**config.mk**
```make
export PLATFORM = sky130hd
export DESIGN_NAME = reg_en_4b
export DESIGN_NICKNAME = d
export VERILOG_FILES = /design/src/rtl/reg_pkg.sv /design/src/rtl/reg_en_bit.sv /design/src/rtl/reg_en_4b.sv
export SDC_FILE = /design/constraint.sdc
export NUM_CORES = 1
export LEC_CHECK = 0
export CAP_MARGIN = 20
export CELL_PAD_IN_SITES_DETAIL_PLACEMENT = 1
export CELL_PAD_IN_SITES_GLOBAL_PLACEMENT = 1
export CORE_AREA = 2 2 39 41
export CTS_CLUSTER_DIAMETER = 60
export DETAILED_ROUTE_END_ITERATION = 12
export DIE_AREA = 0 0 41 43
export PLACE_DENSITY_LB_ADDON = 0.1
export SLEW_MARGIN = 0
export SYNTH_ARGS = -nofsm -noshare
export SYNTH_HDL_FRONTEND = slang
export SYNTH_HIERARCHICAL = 1
export SYNTH_SLANG_ARGS = --single-unit
```
**constraint.sdc**
```tcl
create_clock -name clk -period 1 [get_ports clk]
set_input_delay 0.15 -clock clk [delete_from_list [all_inputs] [get_ports clk]]
set_output_delay 0.15 -clock clk [all_outputs]
set_load 0.02 [all_outputs]
```
**src/rtl/reg_pkg.sv**
```systemverilog
// Shared width constant and data type for the small enable-register family.
package reg_pkg;

    localparam int REG_W = 4;

    typedef logic [REG_W-1:0] reg_data_t;

endpackage : reg_pkg

```
**src/rtl/reg_en_bit.sv**
```systemverilog
// Single-bit flop with write enable and asynchronous active-high reset to RST_BIT.
module reg_en_bit #(
    parameter logic RST_BIT = 1'b0
) (
    input  logic clk,
    input  logic reset,
    input  logic en,
    input  logic d,
    output logic q
);

    // Storage flop: reset dominates, otherwise load on enable or hold.
    always_ff @(posedge clk or posedge reset) begin
        if (reset) begin
            q <= RST_BIT;
        end else if (en) begin
            q <= d;
        end else begin
            q <= q;
        end
    end

endmodule : reg_en_bit

```
**src/rtl/reg_en_4b.sv**
```systemverilog
// WIDTH-bit enable register built from per-bit flops; optional X-checks under REG_EN_4B_XCHECK_EN.
module reg_en_4b
    import reg_pkg::*;
#(
    parameter int                WIDTH     = REG_W,
    parameter logic [WIDTH-1:0]  RESET_VAL = '0
) (
    input  logic             clk,
    input  logic             reset,
    input  logic             en,
    input  logic [WIDTH-1:0] d,
    output logic [WIDTH-1:0] q
);

    for (genvar i = 0; i < WIDTH; i++) begin : g_bit
        reg_en_bit #(
            .RST_BIT (RESET_VAL[i])
        ) u_bit (
            .clk   (clk),
            .reset (reset),
            .en    (en),
            .d     (d[i]),
            .q     (q[i])
        );
    end

`ifdef REG_EN_4B_XCHECK_EN
    // Unknown control or loaded data would silently corrupt stored state.
    a_en_known : assert property (@(posedge clk) disable iff (reset)
        !$isunknown(en));

    a_d_known : assert property (@(posedge clk) disable iff (reset)
        (en === 1'b1) |-> !$isunknown(d));

    a_q_reset : assert property (@(posedge clk)
        (reset === 1'b1) |-> (q === RESET_VAL));
`endif

endmodule : reg_en_4b

```
==> impl_metrics.csv <==
group,metric,value,unit
run,maxCapViolations,0,
cts,numCtsBuffers,3,
cts,clock_tree.root_cell,"clkbuf_4",
status,run_status,"finished, final reports clean",
final_layout,syn2layout_area_growth,80.00,%
cts,cts_post_setup_buffers_inserted,0,
hold_path,hp-class,"input port to asynchronous set/reset pin",
cts,cts_sinks,4,
grt,grt_usage,6.949,%
synthesis,synth_edf_count,0,
grt,grt_antenna_before_repair,0,
routing,vias,149,
power,p_leak,0.1728,nW
critical_path,crit_path_end_kind,"primary output",
sta,maxSlewHeadroom,81.31,%
critical_path,cpLargestDelayFamily,"flip-flops",
routing,via_per_inst,3.465,
synthesis,synth_top_area_cell,"dfrtp_1",
die,io_pins,11,
synthesis,yosysSeqAreaShare,57.14,%
critical_path,crit_chain,"buf_2",
critical_path,critical_path_cell_count,1,
grt,grt_pass1_wl,724,um
grt,grt_use_met1,7.143,%
synthesis,netlist_area,175.2,um^2
synthesis,ys_async_sr_fraction,100.0,%
final_layout,regMostFlops,"g_bit.u_bit/q",
grt,met2_usage,8.750,%
sta,finalHoldViolCount,0,
sta,rsz0062_at_grt,"no",
critical_path,reg2regPathDepth,2,
synthesis,ys_seq_elements,4,
grt,first_global_vias,166,
grt,use_met3,6.806,%
grt,grt-busiest-layer,"met2",
synthesis,synthCells,12,
routing,drt_iter0_drc,4,
synthesis,synth_common_cells,"dfrtp_1 (4), inv_1 (4), mux2_4 (4)",
die,die_area,1763,um^2
synthesis,yosys.cell_types.count,3,
cts,cts_htree_levels,1,
final_layout,final_area,315.3,um^2
critical_path,arrival,770,ps
final_layout,drive_gt1_share,48.15,%
final_layout,largest_reg_flops,4,
synthesis,synth_top_cell_area_share,57.14,%
synthesis,synthFlopType,"dfrtp_1",
critical_path,max_stage_delay,370,ps
synthesis,yosys_warnings,6,
synthesis,syn_avg_cell_area,14.60,um^2
cts,clock_path_buffers,2,
routing,routed_wl,443,um
place,dp_cells,40,
sta,period_share,91.79,%
place,post_dp_cell_area,310.3,um^2
place,port_buffers,10,
grt,grt_start_max_net_pins,5,
critical_path,critical_path_buf_inv_count,1,
final_layout,num-fill-cells,161,
critical_path,crit_type,"flop to primary output",
grt,grt_overflow_total,0,
routing,wl_per_cell,10.30,um
critical_path,worstPathMaxFanout,2,
final_layout,antenna_cells,0,
cts,cts_tree,"built",
die,start_util,12.66,%
sta,setup_viol,0,
final_layout,top_regs,"g_bit.u_bit/q (4)",
cts,clk_pin_slew,40,ps
power,ir_worst_vdd,0.0004659,V
critical_path,cp-start-kind,"flop",
final_layout,final_util,22.78,%
place,gp_congestion,0.5916,
routing,antenna_left,0,
routing,drt_first_pass_iters,2,
die,core_area,1384,um^2
die,dieHeight,43,um
cts,clk_latency,240,ps
sta,fmax,1089,MHz
sta,tightest_slew,279.9,ps
sta,finalMaxSlewViolations,0,
sta,fin_skew,0,ps
power,power_density,1582,nW/um^2
critical_path,crit_path_top_delay_cell,"dfrtp_1",
synthesis,synth_fp_nets,19,
die,fp.dieW,41,um
routing,drcViolationCount,0,
final_layout,layout.nets,36,
final_layout,final_cells,43,
die,rows,14,
critical_path,crit_required,850,ps
sta,post-route-min-period,917.9,ps
synthesis,synthTopCellsByArea,"dfrtp_1 (57%), mux2_4 (34%), inv_1 (8.6%)",
[final cells by class]
cell class,instances,area [um^2],area share [%]
repair buffers,12,97.59,30.95
multi-input cells,4,60.06,19.05
clock buffers,3,22.52,7.143
flip-flops and latches,4,100.1,31.75
well taps,16,20.02,6.349
inverters,4,15.01,4.762
[worst paths after layout]
| kind | startpoint | slack [ps] | to |
|---|---|---|---|
| min reg2reg | g_bit[1].u_bit/q | 510 | g_bit[1].u_bit/q |
| min | reset | 170 | g_bit[1].u_bit/q |
| max | g_bit[2].u_bit/q | 80 | q[2] |
| max in group asynchronous | reset | 730 | g_bit[2].u_bit/q |
| max reg2reg | g_bit[2].u_bit/q | 130 | g_bit[2].u_bit/q |
| min in group clk | en | 370 | g_bit[1].u_bit/q |
[logic make-up (layout without fill, tap and decap cells)]
logic type             count (synthesis)  in the layout  synth area share, %
multiplexers                           4              4                34.29
buffers and inverters                  4             19                8.569
flip-flops                             4              4                57.15
[through the flow]
| stage | setup slack, ps | power (mW) | hold slack [ps] | setup TNS (ps) |
|---|---|---|---|---|
| floorplan | 165.3 | 0.2400 | -121.3 | 0 |
| global placement | -218.9 | 0.3171 | 423.5 | -1191 |
| detailed placement | -232.9 | 0.3182 | 424.7 | -1277 |
| CTS | 15.30 | 0.5109 | 177.5 | 0 |
| global route | 46.50 | 0.5305 | 202.4 | 0 |
| finish | 82.08 | 0.4988 | 168.6 | 0 |
[layer usage]
metal,part of all wire [%],up-vias,routed length (um)
met5,0,-,0
met4,0,0,0
met3,15,0,65
met1,37,72,166
li1,-,67,-
met2,47,10,210
[power by group]
group	internal, mW	switching (mW)
clock network	0.134	0.0666
logic	0.0652	0.0453
registers	0.179	0.00827
total	0.379	0.120
[cells in the final DEF (no fill, tap or decap)]
cell type        count
buf_2                4
buf_4                2
clkbuf_4             3
clkdlybuf4s50_1      5
dfrtp_1              4
dlymetal6s2s_1       1
inv_1                4
mux2_4               4
[what timing repair did]
| action | CTS | global route |
|---|---|---|
| hold buffers | 0 | 0 |
| gates cloned | 0 | 0 |
| gates resized for setup | 16 | 1 |
| setup endpoints to repair | 4 | 4 |
Note: power is estimated with default switching activity, not from simulation.
